<file path="config.mk">
export PLATFORM = sky130hd
export DESIGN_NAME = move_wide_seq_flat
export DESIGN_NICKNAME = d
export VERILOG_FILES = /design/src/rtl/move_wide_seq_pkg.sv /design/src/rtl/move_wide_seq_if.sv /design/src/rtl/move_wide_seq_k_gen.sv /design/src/rtl/move_wide_seq.sv /design/src/flat_wrapper.sv
export SDC_FILE = /design/constraint.sdc
export NUM_CORES = 1
export LEC_CHECK = 0
export CAP_MARGIN = 0
export CORE_MARGIN = 1.5
export CORE_UTILIZATION = 42
export DETAILED_ROUTE_END_ITERATION = 8
export GPL_TIMING_DRIVEN = 1
export MAX_ROUTING_LAYER = met4
export PLACE_DENSITY_LB_ADDON = 0.12
export SETUP_SLACK_MARGIN = 0.5
export SLEW_MARGIN = 25
export SYNTH_ARGS = -nofsm -noshare
export SYNTH_HDL_FRONTEND = slang
export SYNTH_SLANG_ARGS = --single-unit
</file>
<file path="constraint.sdc">
create_clock -name clock -period 5.66 [get_ports clock]
set_input_delay 1.415 -clock clock [delete_from_list [all_inputs] [get_ports clock]]
set_output_delay 1.415 -clock clock [all_outputs]
set_load 0.05 [all_outputs]
</file>
<file path="src/rtl/move_wide_seq_pkg.sv">
// Shared opcodes, ALU codes, control-word layout and FSM state encodings
// for the move-wide (MOVZ/MOVN/MOVK) sequencer.
package mw_pkg;

  localparam int unsigned INSTR_W = 32;
  localparam int unsigned CW_W    = 31;

  // Opcodes in their 64-bit (sf=1) form; bit 8 selects register width.
  localparam logic [8:0] OP_MOVK = 9'b111100101;
  localparam logic [8:0] OP_MOVZ = 9'b110100101;
  localparam logic [8:0] OP_MOVN = 9'b100100101;

  localparam logic [4:0] ALU_AND     = 5'b000_00;
  localparam logic [4:0] ALU_OR      = 5'b001_00;
  localparam logic [4:0] ALU_OR_NOTB = 5'b001_10;

  localparam logic [4:0] REG_ZR = 5'd31;

  localparam logic [1:0] PC_HOLD = 2'b00;
  localparam logic [1:0] PC_INC  = 2'b01;

  // Control-word field widths and bit offsets (LSB position).
  localparam int unsigned CW_ALU_FS_W   = 5;
  localparam int unsigned CW_REG_W      = 5;
  localparam int unsigned CW_PC_FS_W    = 2;
  localparam int unsigned CW_ALU_EN_O   = 30;
  localparam int unsigned CW_ALU_BS_O   = 29;
  localparam int unsigned CW_ALU_FS_O   = 24;
  localparam int unsigned CW_RF_B_EN_O  = 23;
  localparam int unsigned CW_RF_SA_O    = 18;
  localparam int unsigned CW_RF_SB_O    = 13;
  localparam int unsigned CW_RF_DA_O    = 8;
  localparam int unsigned CW_RF_W_O     = 7;
  localparam int unsigned CW_RAM_EN_O   = 6;
  localparam int unsigned CW_RAM_W_O    = 5;
  localparam int unsigned CW_PC_EN_O    = 4;
  localparam int unsigned CW_PC_FS_O    = 2;
  localparam int unsigned CW_PC_IS_O    = 1;
  localparam int unsigned CW_STATUS_O   = 0;

  typedef struct packed {
    logic                   alu_en;
    logic                   alu_bs;
    logic [CW_ALU_FS_W-1:0] alu_fs;
    logic                   rf_b_en;
    logic [CW_REG_W-1:0]    rf_sa;
    logic [CW_REG_W-1:0]    rf_sb;
    logic [CW_REG_W-1:0]    rf_da;
    logic                   rf_w;
    logic                   ram_en;
    logic                   ram_w;
    logic                   pc_en;
    logic [CW_PC_FS_W-1:0]  pc_fs;
    logic                   pc_is;
    logic                   status_ld;
  } cw_t;

  localparam int unsigned STATE_W = 3;
  typedef logic [STATE_W-1:0] state_t;

  localparam logic [2:0] ST_IDLE  = 3'd0;
  localparam logic [2:0] ST_MASK  = 3'd1;
  localparam logic [2:0] ST_MERGE = 3'd2;
  localparam logic [2:0] ST_EXEC  = 3'd3;
  localparam logic [2:0] ST_ILL   = 3'd4;

endpackage

</file>
<file path="src/rtl/move_wide_seq_if.sv">
// Instruction handshake and control-word output bundle of the sequencer.
interface move_wide_seq_if #(
  parameter int unsigned DATA_W = 64
);
  logic [31:0]      instr;
  logic             instr_valid;
  logic             instr_ready;
  logic             stall;
  mw_pkg::cw_t      cw;
  logic [DATA_W-1:0] K;
  logic             done;
  logic             illegal;

  modport master (
    output instr, instr_valid, stall,
    input  instr_ready, cw, K, done, illegal
  );

  modport slave (
    input  instr, instr_valid, stall,
    output instr_ready, cw, K, done, illegal
  );
endinterface

</file>
<file path="src/rtl/move_wide_seq_k_gen.sv">
// Lane-shifted immediate and lane-clearing mask for the ALU B constant.
module mw_k_gen #(
  parameter int unsigned DATA_W = 64,
  parameter int unsigned LANE_W = 16
) (
  input  logic [LANE_W-1:0] imm,
  input  logic [1:0]        hw,
  output logic [DATA_W-1:0] sh,
  output logic [DATA_W-1:0] mask
);
  localparam int unsigned LANES = DATA_W / LANE_W;

  for (genvar l = 0; l < LANES; l++) begin : g_lane
    assign sh[l*LANE_W +: LANE_W]   = (hw == 2'(l)) ? imm : '0;
    assign mask[l*LANE_W +: LANE_W] = (hw == 2'(l)) ? '0 : '1;
  end
endmodule

</file>
<file path="src/rtl/move_wide_seq.sv">
// Sequencer turning MOVZ/MOVN/MOVK into ALU/register-file control words;
// MOVK is split into an AND-mask pass and an OR-merge pass.
module move_wide_seq
  import mw_pkg::*;
#(
  parameter int unsigned DATA_W = 64,
  parameter int unsigned LANE_W = 16
) (
  input  logic            clock,
  input  logic            reset_n,
  move_wide_seq_if.slave  bus
);
  localparam int unsigned LANES = DATA_W / LANE_W;

  state_t            state_q, state_d;
  logic [31:0]       instr_q, instr_d;
  logic              ready_q;
  cw_t               cw_q, cw_d;
  logic [DATA_W-1:0] k_q, k_d;
  logic [DATA_W-1:0] sh, mask;
  logic              accept_c;
  logic              is_movn_c;

  // Sort an incoming word into its first execution state.
  function automatic state_t classify(input logic [31:0] w);
    logic [8:0] op;
    logic [1:0] hw;
    logic [8:0] op_n;
    logic       sf_ok;
    op    = w[31:23];
    hw    = w[22:21];
    op_n  = {1'b1, op[7:0]};
    sf_ok = (op[8] == (DATA_W == 64));
    if (!sf_ok || 32'(hw) >= LANES) return ST_ILL;
    if (op_n == OP_MOVK) return ST_MASK;
    if (op_n == OP_MOVZ || op_n == OP_MOVN) return ST_EXEC;
    return ST_ILL;
  endfunction

  assign bus.instr_ready = ready_q & ~bus.stall;
  assign accept_c        = bus.instr_valid & bus.instr_ready;

  // Next state and next latched instruction; stall freezes both.
  always_comb begin
    state_d = state_q;
    instr_d = instr_q;
    if (!bus.stall) begin
      case (state_q)
        ST_IDLE: begin
          if (accept_c) begin
            instr_d = bus.instr;
            state_d = classify(bus.instr);
          end
        end
        ST_MASK: state_d = ST_MERGE;
        default: state_d = ST_IDLE;
      endcase
    end
  end

  mw_k_gen #(
    .DATA_W (DATA_W),
    .LANE_W (LANE_W)
  ) u_k_gen (
    .imm  (LANE_W'(instr_d[20:5])),
    .hw   (instr_d[22:21]),
    .sh   (sh),
    .mask (mask)
  );

  assign is_movn_c = ({1'b1, instr_d[30:23]} == OP_MOVN);

  // Control word for the state being entered, so the registered outputs
  // line up with the state register.
  always_comb begin
    cw_d = '0;
    k_d  = '0;
    case (state_d)
      ST_MASK: begin
        cw_d.alu_en = 1'b1;
        cw_d.alu_bs = 1'b1;
        cw_d.alu_fs = ALU_AND;
        cw_d.rf_sa  = instr_d[4:0];
        cw_d.rf_sb  = REG_ZR;
        cw_d.rf_da  = instr_d[4:0];
        cw_d.rf_w   = 1'b1;
        cw_d.pc_fs  = PC_HOLD;
        k_d         = mask;
      end
      ST_MERGE: begin
        cw_d.alu_en = 1'b1;
        cw_d.alu_bs = 1'b1;
        cw_d.alu_fs = ALU_OR;
        cw_d.rf_sa  = instr_d[4:0];
        cw_d.rf_sb  = REG_ZR;
        cw_d.rf_da  = instr_d[4:0];
        cw_d.rf_w   = 1'b1;
        cw_d.pc_fs  = PC_INC;
        k_d         = sh;
      end
      ST_EXEC: begin
        cw_d.alu_en = 1'b1;
        cw_d.alu_bs = 1'b1;
        cw_d.alu_fs = is_movn_c ? ALU_OR_NOTB : ALU_OR;
        cw_d.rf_sa  = REG_ZR;
        cw_d.rf_sb  = REG_ZR;
        cw_d.rf_da  = instr_d[4:0];
        cw_d.rf_w   = 1'b1;
        cw_d.pc_fs  = PC_INC;
        k_d         = sh;
      end
      default: begin
        cw_d = '0;
        k_d  = '0;
      end
    endcase
  end

  always_ff @(posedge clock or negedge reset_n) begin
    if (!reset_n) begin
      state_q <= ST_IDLE;
      instr_q <= '0;
      ready_q <= 1'b0;
      cw_q    <= '0;
      k_q     <= '0;
    end else begin
      state_q <= state_d;
      instr_q <= instr_d;
      ready_q <= (state_d == ST_IDLE);
      cw_q    <= cw_d;
      k_q     <= k_d;
    end
  end

  assign bus.cw      = cw_q;
  assign bus.K       = k_q;
  assign bus.done    = ((state_q == ST_MERGE) || (state_q == ST_EXEC)) & ~bus.stall;
  assign bus.illegal = (state_q == ST_ILL) & ~bus.stall;

endmodule

</file>
<file path="src/flat_wrapper.sv">
// flat-port wrapper written by rule: the top's interface ports become plain ports
module move_wide_seq_flat import mw_pkg::*;
#(
  parameter int unsigned DATA_W = 64,
  parameter int unsigned LANE_W = 16
)
  (clock, reset_n, bus_instr, bus_instr_valid, bus_stall, bus_instr_ready, bus_cw, bus_K, bus_done, bus_illegal);
  move_wide_seq_if #(.DATA_W(DATA_W)) bus_i ();
  input  logic clock;
  input  logic reset_n;
  input wire logic [$bits(bus_i.instr)-1:0] bus_instr;
  input wire logic [$bits(bus_i.instr_valid)-1:0] bus_instr_valid;
  input wire logic [$bits(bus_i.stall)-1:0] bus_stall;
  output wire logic [$bits(bus_i.instr_ready)-1:0] bus_instr_ready;
  output wire logic [$bits(bus_i.cw)-1:0] bus_cw;
  output wire logic [$bits(bus_i.K)-1:0] bus_K;
  output wire logic [$bits(bus_i.done)-1:0] bus_done;
  output wire logic [$bits(bus_i.illegal)-1:0] bus_illegal;
  assign bus_i.instr = bus_instr;
  assign bus_i.instr_valid = bus_instr_valid;
  assign bus_i.stall = bus_stall;
  assign bus_instr_ready = bus_i.instr_ready;
  assign bus_cw = bus_i.cw;
  assign bus_K = bus_i.K;
  assign bus_done = bus_i.done;
  assign bus_illegal = bus_i.illegal;
  move_wide_seq #(.DATA_W(DATA_W), .LANE_W(LANE_W)) u_core (.clock(clock), .reset_n(reset_n), .bus(bus_i));
endmodule
</file>
# Yosys cells after proc, flatten, opt, wreduce, memory -nomap -nowiden
# Index checks and enable logic that the tools add are counted.
dict set report word_totals {
  ff_bits 123
  word_cells 78
  inputBits 36
  output_inout_bits 98
}
dict set report op_classes {
  n_mux 40
  n_bitwise 5
  reduce_logical 7
  n_eq_ne 14
}
# cell count
set op_table {}
lappend op_table {{$mux 16} 8}
lappend op_table {{$pmux 64 s2} 1}
lappend op_table {{$mux 31} 3}
lappend op_table {{$pmux 16 s2} 1}
lappend op_table {{$mux 3} 8}
lappend op_table {{$pmux 7 s3} 1}
lappend op_table {{$eq 8x6->1 const B} 2}
lappend op_table {{$eq 8x8->1 const B} 2}
lappend op_table {{$mux 1} 16}
lappend op_table {{$eq 3x2->1 const B} 4}
lappend op_table {{$eq 3x1->1 const B} 2}
lappend op_table {{$logic_not 3->1} 2}
lappend op_table {{$pmux 3 s2} 1}
lappend op_table {{$and 1x1->1} 4}
lappend op_table {{$eq 2x2->1 const B} 2}
lappend op_table {{$reduce_or 2->1} 2}
lappend op_table {{$eq 3x3->1 const B} 1}
lappend op_table {{$eq 2x1->1 const B} 1}
lappend op_table {{$logic_not 2->1} 1}
lappend op_table {{$logic_or 1x1->1} 2}
lappend op_table {{$mux 2} 1}
lappend op_table {{$not 1->1} 1}

# Depth between registers and ports, before layout
# Gate-level depths: netlist of run 1.
dict set report depth {
  word_depth 24
  ltp_mapped 9
  depth_no_buf 5
}

# By module
# Synthesis of run 1 repeated with hierarchy kept, for this count alone.
dict set report hier_totals {
  cells_unflattened 447
  area_unflattened_um2 5599.1
}
# mod area_per_inst_um2 seq_area_each_um2 n_inst cells_each
set modules_own_cells {}
lappend modules_own_cells {move_wide_seq 4478.0 2852.7 1 305}
lappend modules_own_cells {mw_k_gen 1121.1 0.0 1 142}

# Worst setup path before layout of run 1
# No wires, ideal clock.
dict set report synth_path {
  path_kind {input-to-output}
  start {input port bus_stall}
  end {output port bus_illegal}
  n_path_buf 1
  t_required_ns 4.245
  path_slack_ns 1.007
  t_arrival_ns 3.238
  stages 2
  cell_sequence {clkbuf_1 > nor4b_1}
}
dict set report synth_between {
  elab_chain_len 2
}
# item line
set synth_lines {}
lappend synth_lines {{from (decl)} flat_wrapper.sv:13} ;# input wire logic [$bits(bus_i.stall)-1:0] bus_stall;
lappend synth_lines {{$not 1->1 (no source line)} n/a}
lappend synth_lines {{$and 1x1->1} move_wide_seq.sv:138} ;# assign bus.illegal = (state_q == ST_ILL) & ~bus.stall;
lappend synth_lines {{to (decl)} flat_wrapper.sv:18} ;# output wire logic [$bits(bus_i.illegal)-1:0] bus_illegal;
# No other way between the ends.

# Worst setup path in the final report of run 1
# Same ends and word-level chain as after synthesis.

==> results.sh, run 1 <==
export IMPL_status="finished, final reports clean"
export IMPL_drt_pre_antenna_iters=4
export IMPL_worst_ep_arrival_time_ns=3.18
export IMPL_rrSetupSlack_ns=2.45
export IMPL_required_ns=4.24
export IMPL_grt_usage=0.207
export IMPL_utilization=0.605
export IMPL_cts_buffers=17
export IMPL_grt_pass1_vias=3192
export IMPL_wl_met1_um=4890
export IMPL_period_minus_slack_ns=4.59
export IMPL_clkLatencyLatePin_ns=0.50
export IMPL_whs_endpoint="u_core.instr_q[9]"
export IMPL_hold_start="u_core.instr_q[9]"
export IMPL_fin_nets=555
export IMPL_multi_input_area_sq_mm=0.00135
export IMPL_reg2regPathDepth=5
export IMPL_drv_slew=0
export IMPL_crit_type="primary input to output port"
export IMPL_worst_pin_slew_ns=0.963
export IMPL_peakVddDrop_mv=0.211
export IMPL_die_area_sq_mm=0.0111
export IMPL_hold_depth=2
export IMPL_post_route_period_util=0.811
export IMPL_htree_num_levels=4
export IMPL_final_layout_size_suffix_gt1_frac=0.0771
export IMPL_rsz0062_at_grt="no"
export IMPL_final_setup_skew_ns=0.0108
export IMPL_max_freq_ghz=0.218
export IMPL_die_w_um=106
export IMPL_syn_to_final_growth_pct=40.8
export IMPL_place_hpwl_um=7190
export IMPL_ant_nets=0
export IMPL_slew_headroom=0.354
export IMPL_syn_avg_cell_area_sq_um=10.8
export IMPL_dr_max_layer_used="met4"
export IMPL_n_antenna_cell=0
export IMPL_wl_met2_um=5170
export IMPL_worstPathMaxFanout=11
export IMPL_vias=3350
export IMPL_layout_setup_ws_ns=1.07
export IMPL_hold_buffers=0
export IMPL_rows=37
export IMPL_powerDensity_mw_per_mm2=359
export IMPL_synth_edff_count=0
export IMPL_start_util=0.430
export IMPL_viasPerCell=5.01
export IMPL_antenna_found_initial=0
export IMPL_synth_seq_area_share=0.640
export IMPL_ctsResizeCount=0
export IMPL_synth_distinct_cells=41
export IMPL_hold_viol=0
export IMPL_clkTransAtPathRegs_ns=0.05
export IMPL_whs_ns=0.458
export IMPL_rr_startpoint="u_core.state_q[2]"
export IMPL_portBuffers=123
export IMPL_regArea_sq_mm=0.00283
export IMPL_fillers=864
export IMPL_ys_warnings_count=0
export IMPL_ioPinCount=134
export IMPL_async_flop_share=1.00
export IMPL_place_congestion=0.831
export IMPL_dr_first_iter_drc_count=238
export IMPL_cts_num_sinks=113
export IMPL_overflow=0
export IMPL_crit_path_start_kind="primary input"
export IMPL_grt_pass1_wl_um=16900
export IMPL_wl_met3_um=502
export IMPL_cts_tree="built"
export IMPL_timing_setup_tns_ns=0
export IMPL_drc=0
export IMPL_synthFlopType="dfrtp_1"
export IMPL_totalWireLength_um=10600
export IMPL_hp_class="flop to flop"
export IMPL_p_leak_nw=2.92
export IMPL_grt_max_degree=67
export IMPL_die_y_um=106
export IMPL_post_cts_setup_buffers=0
export IMPL_syn_inst=408
export IMPL_setup_viol=0
export IMPL_post_drt_wl_per_cell_um=15.9
export IMPL_drv_cap=0
export IMPL_end_kind="output port"
export IMPL_clockRootBuffer="clkbuf_8"
export IMPL_synth_seq_cells=113
export IMPL_dp_slack_ns=1.06
export IMPL_syn_area_sq_mm=0.00442
export IMPL_timing_rr_end="u_core.bus.K[5]"
export IMPL_cts_buffer_depth=2
export IMPL_core_sq_mm=0.0103
## placed cells by master (no fill, tap or decap), types with 2 or more instances in the layout
| cell type | n |
|---|---|
| nand3_1 | 4 |
| nand4_1 | 3 |
| nand3b_1 | 4 |
| or3_1 | 2 |
| inv_1 | 10 |
| nor2b_1 | 2 |
| dfrtp_1 | 113 |
| a31oi_1 | 16 |
| mux2i_1 | 5 |
| o22ai_1 | 5 |
| nor3_2 | 2 |
| buf_4 | 3 |
| clkbuf_8 | 3 |
| bufinv_16 | 2 |
| o21ai_1 | 5 |
| a21oi_1 | 6 |
| conb_1 | 10 |
| clkdlybuf4s50_1 | 122 |
| inv_6 | 6 |
| o21a_1 | 2 |
| nand2_1 | 79 |
| o21ai_0 | 61 |
| a21o_1 | 4 |
| clkinvlp_4 | 4 |
| nor2_1 | 8 |
| and3_1 | 16 |
| nor4b_1 | 3 |
| clkbuf_16 | 16 |
## cells by family after synthesis
kind of cell           after synthesis  share of synthesized area
AO/OA/AOI/OAI                      106                      0.140
buffers and inverters               52                     0.0637
other                                1                   0.000849
flip-flops                         113                      0.640
multiplexers                         5                     0.0113
AND/OR/NAND/NOR                    131                      0.144
## critical path: stages
cell	delay, ns
clkdlybuf4s50_1	0.59
nor4b_1	0.32
clkdlybuf4s50_1	0.85
## synth_stat cells (2+ instances only)
library cell / number / area share
dfrtp_1: 113 / 0.64
nand2_1: 79 / 0.067
o21ai_0: 61 / 0.069
buf_4: 17 / 0.029
a31oi_1: 16 / 0.023
and3_1: 16 / 0.023
clkbuf_1: 15 / 0.013
inv_1: 10 / 0.0085
nor2_1: 8 / 0.0068
a21oi_1: 6 / 0.0068
buf_2: 5 / 0.0057
mux2i_1: 5 / 0.011
o21ai_1: 5 / 0.0057
o22ai_1: 5 / 0.0071
a21o_1: 4 / 0.0068
nand3_1: 4 / 0.0045
nand3b_1: 4 / 0.0068
nand4_1: 3 / 0.0042
nor3_1: 3 / 0.0034
nor4b_1: 3 / 0.0059
buf_1: 2 / 0.0017
buf_6: 2 / 0.0051
nor2b_1: 2 / 0.0028
o21a_1: 2 / 0.0034
or3_1: 2 / 0.0028
## area by class of cell
class / instances / area share
sequential: 113 / 0.455
timing repair buffer: 125 / 0.200
clock inverter: 13 / 0.0237
inverter: 10 / 0.00603
multi-input combinational: 252 / 0.217
clock buffer: 19 / 0.0710
tap: 136 / 0.0274
## state kept, by name, indices dropped and copies added (netlist names)
register / count
u_core.bus.K: 64
u_core.bus.cw: 14
u_core.state_q: 3
u_core.instr_q: 31
u_core.ready_q: 1
## where the power goes
group	switching, W	internal [W]	total, W
logic	0.000178	0.0000985	0.000277
clock network	0.000383	0.000656	0.00104
registers	0.0000394	0.000879	0.000918
total	0.000600	0.00163	0.00223
## stage by stage
step | power (W) | std cells | cell area (sq um)
2_1_floorplan | 0.00111 | 417 | 4450
3_3_place_gp | 0.00119 | 636 | 5630
3_5_place_dp | 0.00121 | 636 | 5630
4_1_cts | 0.00225 | 668 | 6220
5_1_grt | 0.00233 | 668 | 6220
6_report | 0.00223 | 668 | 6220
## layer usage
layer | vias up | track usage
met2 | 105 | 0.307
met3 | 5 | 0.0495
met1 | 1637 | 0.279
met5 | - | -
met4 | 0 | 0.0734
li1 | 1603 | -
## worst max-delay path by stage
stage,depth (start not counted),end,start
5_1_grt,3,bus_illegal,bus_stall
6_report,3,bus_illegal,bus_stall
3_3_place_gp,3,bus_illegal,bus_stall
4_1_cts,3,bus_illegal,bus_stall
2_1_floorplan,2,bus_illegal,bus_stall
3_5_place_dp,3,bus_illegal,bus_stall
Note: power is estimated with default switching activity, not from simulation.
==> run 2, diff against run 1 <==
clock period = 4.1 ns   (was 5.66 ns; I/O delays follow)
==> results.sh, run 2 (synthesized netlist as in run 1, its figures left out) <==
export IMPL_die_y_um=106
export IMPL_mostFrequentLayoutCells="clkdlybuf4s50_1 (120), dfrtp_1 (113), nand2_1 (79), o21ai_0 (61)"
export IMPL_start_util=0.430
export IMPL_largest_register_ffs=64
export IMPL_overflow=0
export IMPL_drv_slew=0
export IMPL_place_hpwl_um=7150
export IMPL_layout_setup_ws_ns=0.573
export IMPL_powerDensity_mw_per_mm2=495
export IMPL_core_sq_mm=0.0103
export IMPL_place_congestion=0.874
export IMPL_vias=3356
export IMPL_hold_buffers=0
export IMPL_cts_tree="built"
export IMPL_max_freq_ghz=0.284
export IMPL_post_route_period_util=0.860
export IMPL_htree_num_levels=4
export IMPL_timing_setup_tns_ns=0
export IMPL_cts_buffer_depth=2
export IMPL_drc=0
export IMPL_dp_cells=638
export IMPL_rows=37
export IMPL_final_cells=670
export IMPL_grt_usage=0.199
export IMPL_final_common_cell="clkdlybuf4s50_1"
export IMPL_status="finished, final reports clean"
export IMPL_final_setup_skew_ns=0.0102
export IMPL_portBuffers=123
export IMPL_hold_viol=0
export IMPL_slew_headroom=0.377
export IMPL_worst_ep_arrival_time_ns=2.50
export IMPL_drv_cap=0
export IMPL_dr_first_iter_drc_count=203
export IMPL_die_w_um=106
export IMPL_required_ns=3.07
export IMPL_hp_class="flop to flop"
export IMPL_grt_pass1_wl_um=16500
export IMPL_worstPathMaxFanout=3
export IMPL_cts_num_sinks=113
export IMPL_setup_viol=0
export IMPL_fin_nets=557
export IMPL_grt_pass1_vias=3154
export IMPL_p_leak_nw=2.97
export IMPL_crit_path_start_kind="primary input"
export IMPL_worst_pin_slew_ns=0.924
export IMPL_cts_buffers=17
export IMPL_clkLatencyLatePin_ns=0.50
export IMPL_clkTransAtPathRegs_ns=0.06
export IMPL_die_area_sq_mm=0.0111
export IMPL_clockRootBuffer="clkbuf_8"
export IMPL_end_kind="output port"
export IMPL_grt_max_degree=63
export IMPL_rsz0062_at_grt="no"
export IMPL_period_minus_slack_ns=3.53
export IMPL_totalWireLength_um=10300
export IMPL_crit_type="primary input to output port"
export IMPL_syn_to_final_growth_pct=41.9
export IMPL_antenna_found_initial=0
export IMPL_drt_pre_antenna_iters=5
export IMPL_dp_slack_ns=0.409
export IMPL_ant_nets=0
export IMPL_final_layout_size_suffix_gt1_frac=0.0824
export IMPL_ioPinCount=134
export IMPL_viasPerCell=5.01
export IMPL_n_antenna_cell=0
export IMPL_peakVddDrop_mv=0.288
export IMPL_fillers=867
export IMPL_post_drt_wl_per_cell_um=15.3
## run 2: path summary, 6_finish.rpt
path                                          from                 end  slack (ns)  depth (start not counted)
worst max-delay path                     bus_stall            bus_done        0.57                          3
worst min-delay path            u_core.instr_q[14]  u_core.instr_q[14]        0.46                          2
worst max register to register   u_core.state_q[2]     u_core.bus.K[0]        1.24                          5
worst min register to register  u_core.instr_q[14]  u_core.instr_q[14]        0.46                          2
max in group asynchronous                  reset_n    u_core.bus.K[19]        2.81                          2
min in group asynchronous                  reset_n    u_core.bus.K[42]        0.54                          1
## run 2: layout make-up
type / instances / area [sq um] / share of cell area
well taps: 136 / 170 / 0.0271
clock inverters: 15 / 181 / 0.0289
repair buffers: 127 / 1270 / 0.203
multi-input cells: 252 / 1370 / 0.218
inverters: 10 / 37.5 / 0.00599
clock buffers: 17 / 414 / 0.0661
flip-flops and latches: 113 / 2830 / 0.451
## run 2: stage by stage
step | area [sq um] | hold slack [ns] | utilization | total power, W
2_1_floorplan | 4460 | 0.430 | - | 0.00153
3_3_place_gp | 5670 | 0.441 | 0.551 | 0.00166
3_5_place_dp | 5670 | 0.447 | 0.551 | 0.00167
4_1_cts | 6260 | 0.461 | 0.609 | 0.00313
5_1_grt | 6270 | 0.482 | 0.610 | 0.00325
6_report | 6270 | 0.456 | 0.610 | 0.00310
## run 2: per-layer routing
| metal | routed length [um] | GRT usage | vias up | share of wire |
|---|---|---|---|---|
| met4 | 188 | 0.0656 | 0 | 0.018 |
| met5 | 0 | - | - | 0 |
| met3 | 586 | 0.0588 | 19 | 0.057 |
| met2 | 4800 | 0.289 | 124 | 0.47 |
| li1 | - | - | 1616 | - |
| met1 | 4710 | 0.271 | 1597 | 0.46 |
## run 2: worst max-delay path: stages
cell	delay, ns
clkdlybuf4s50_1	0.45
nor3b_1	0.19
clkdlybuf4s50_1	0.83
## run 2: power by group
group | switching, W | internal [W] | leakage [nW]
combinational | 0.000248 | 0.000139 | 1.16
sequential | 0.0000530 | 0.00121 | 1.52
clock | 0.000520 | 0.000932 | 0.290
total | 0.000821 | 0.00228 | 2.97
## run 2: what timing repair did
action,CTS,global route
setup buffers,0,0
endpoints found under the setup margin,1,1
resized for setup,1,1
==> run 3, diff against run 2 <==
DONT_BUFFER_PORTS = 1   (was unset)
==> results.sh, run 3 (synthesized netlist as in run 1, its figures left out) <==
export IMPL_totalWireLength_um=10100
export IMPL_crit_path_top_delay_cell="nor3b_2"
export IMPL_dp_slack_ns=1.01
export IMPL_post_cts_setup_buffers=0
export IMPL_crit_type="flop to output port"
export IMPL_crit_path_start_kind="flop"
export IMPL_setup_viol=0
export IMPL_dr_first_iter_drc_count=221
export IMPL_hold_buffers=0
export IMPL_cts_tree="built"
export IMPL_final_layout_size_suffix_gt1_frac=0.116
export IMPL_path_cells="nor3b_2"
export IMPL_grt_pass1_vias=2719
export IMPL_end_kind="output port"
export IMPL_mostFrequentLayoutCells="dfrtp_1 (112), nand2_1 (79), o21ai_0 (61)"
export IMPL_peakVddDrop_mv=0.273
export IMPL_rsz0062_at_grt="no"
export IMPL_cts_buffer_depth=2
export IMPL_post_route_period_util=0.682
export IMPL_fillers=929
export IMPL_drv_slew=0
export IMPL_rr_startpoint="u_core.state_q[2]"
export IMPL_ctsResizeCount=0
export IMPL_status="finished, final reports clean"
export IMPL_path_delay_family="simple AND/OR/NAND/NOR gates"
export IMPL_reg2regPathDepth=5
export IMPL_ant_nets=0
export IMPL_overflow=0
export IMPL_die_y_um=106
export IMPL_clockPowerShare=0.481
export IMPL_final_setup_skew_ns=0.00862
export IMPL_post_drt_wl_per_cell_um=18.4
export IMPL_p_sw_w=0.000760
export IMPL_largest_register_ffs=64
export IMPL_core_sq_mm=0.0103
export IMPL_whs_ns=0.200
export IMPL_p_leak_nw=2.54
export IMPL_final_common_cell="dfrtp_1"
export IMPL_rows=37
export IMPL_portBuffers=0
export IMPL_cp_num_buf_inv=0
export IMPL_powerDensity_mw_per_mm2=604
export IMPL_fin_nets=438
export IMPL_slew_headroom=0.383
export IMPL_htree_num_levels=4
export IMPL_syn_to_final_growth_pct=14.6
export IMPL_internal_power_w=0.00230
export IMPL_place_congestion=0.856
export IMPL_drc=0
export IMPL_cts_buffers=17
export IMPL_clkTransAtPathRegs_ns=0.06
export IMPL_die_w_um=106
export IMPL_worstPathMaxFanout=9
export IMPL_period_minus_slack_ns=2.79
export IMPL_rrSetupSlack_ns=1.36
export IMPL_grt_usage=0.194
export IMPL_drv_cap=0
export IMPL_worst_pin_slew_ns=0.923
export IMPL_grt_max_degree=114
export IMPL_antenna_found_initial=0
export IMPL_clockRootBuffer="clkbuf_8"
export IMPL_seqPwrFrac=0.417
export IMPL_hp_class="primary input to async pin"
export IMPL_p_comb_frac=0.101
export IMPL_worst_ep_arrival_time_ns=1.77
export IMPL_required_ns=3.07
export IMPL_layout_setup_ws_ns=1.31
export IMPL_max_freq_ghz=0.358
export IMPL_clkLatencyLatePin_ns=0.52
export IMPL_ioPinCount=134
export IMPL_place_hpwl_um=6670
export IMPL_p_sw_frac=0.249
export IMPL_hold_viol=0
export IMPL_start_util=0.430
export IMPL_grt_pass1_wl_um=15500
export IMPL_timing_setup_tns_ns=0
export IMPL_n_antenna_cell=0
export IMPL_vias=2880
export IMPL_cts_num_sinks=113
export IMPL_critPathMaxStageDelay_ns=0.75
export IMPL_viasPerCell=5.24
export IMPL_drt_pre_antenna_iters=5
export IMPL_timing_rr_end="u_core.bus.K[4]"
export IMPL_die_area_sq_mm=0.0111
==> run 3: cell count changes in the layout (fill, tap and decap cells not counted), sizes merged <==
cell	previous run	this run
clkbuf	17	21
clkinvlp	2	1
dlygate4sd2	1	0
inv	15	11
buf	5	8
clkdlybuf4s50	120	0
dlymetal6s2s	1	0
==> run 3: area by class of cell <==
type / instances / area, sq um / area share
multi-input combinational: 252 / 1360 / 0.269
sequential: 113 / 2830 / 0.559
clock buffer: 21 / 469 / 0.0927
clock inverter: 10 / 131 / 0.0260
timing repair buffer: 8 / 60.1 / 0.0119
tap: 136 / 170 / 0.0336
inverter: 10 / 37.5 / 0.00742
==> run 3: routing by layer <==
layer | global-route usage | wire, um | vias to the layer above
met5 | - | 0 | -
met4 | 0.0956 | 187 | 0
met3 | 0.0550 | 710 | 15
met1 | 0.270 | 4750 | 1394
met2 | 0.259 | 4470 | 104
li1 | - | - | 1367
==> run 3: how the worst max path moves through the flow <==
stage                                  from          endpoint  depth (start not counted)  slack [ns]
after floorplan                   bus_stall          bus_done                          2        0.69
after global placement      bus_instr_valid   u_core.bus.K[9]                          5        1.09
after detailed placement      bus_instr[27]   u_core.bus.K[9]                          5        1.01
after CTS                 u_core.state_q[2]          bus_done                          1        1.29
after global routing      u_core.state_q[2]  u_core.bus.K[14]                          5        1.05
final                     u_core.state_q[2]          bus_done                          1        1.31
==> run 3: power groups by stage <==
stage	registers, W	clock network (W)	logic [W]
finish	0.00128	0.00147	0.000310
global route	0.00129	0.00155	0.000349
detailed placement	0.00129	0	0.000310
CTS	0.00127	0.00151	0.000311
floorplan	0.00128	0	0.000258
global placement	0.00129	0	0.000304
==> run 3: metrics by stage <==
stage / cells / total power, W / util / cell area [sq um]
finish: 550 / 0.00306 / 0.492 / 5060
global route: 550 / 0.00318 / 0.492 / 5060
CTS: 550 / 0.00309 / 0.492 / 5060
detailed placement: 519 / 0.00160 / 0.434 / 4460
global placement: 519 / 0.00159 / 0.434 / 4460
floorplan: 417 / 0.00153 / - / 4460
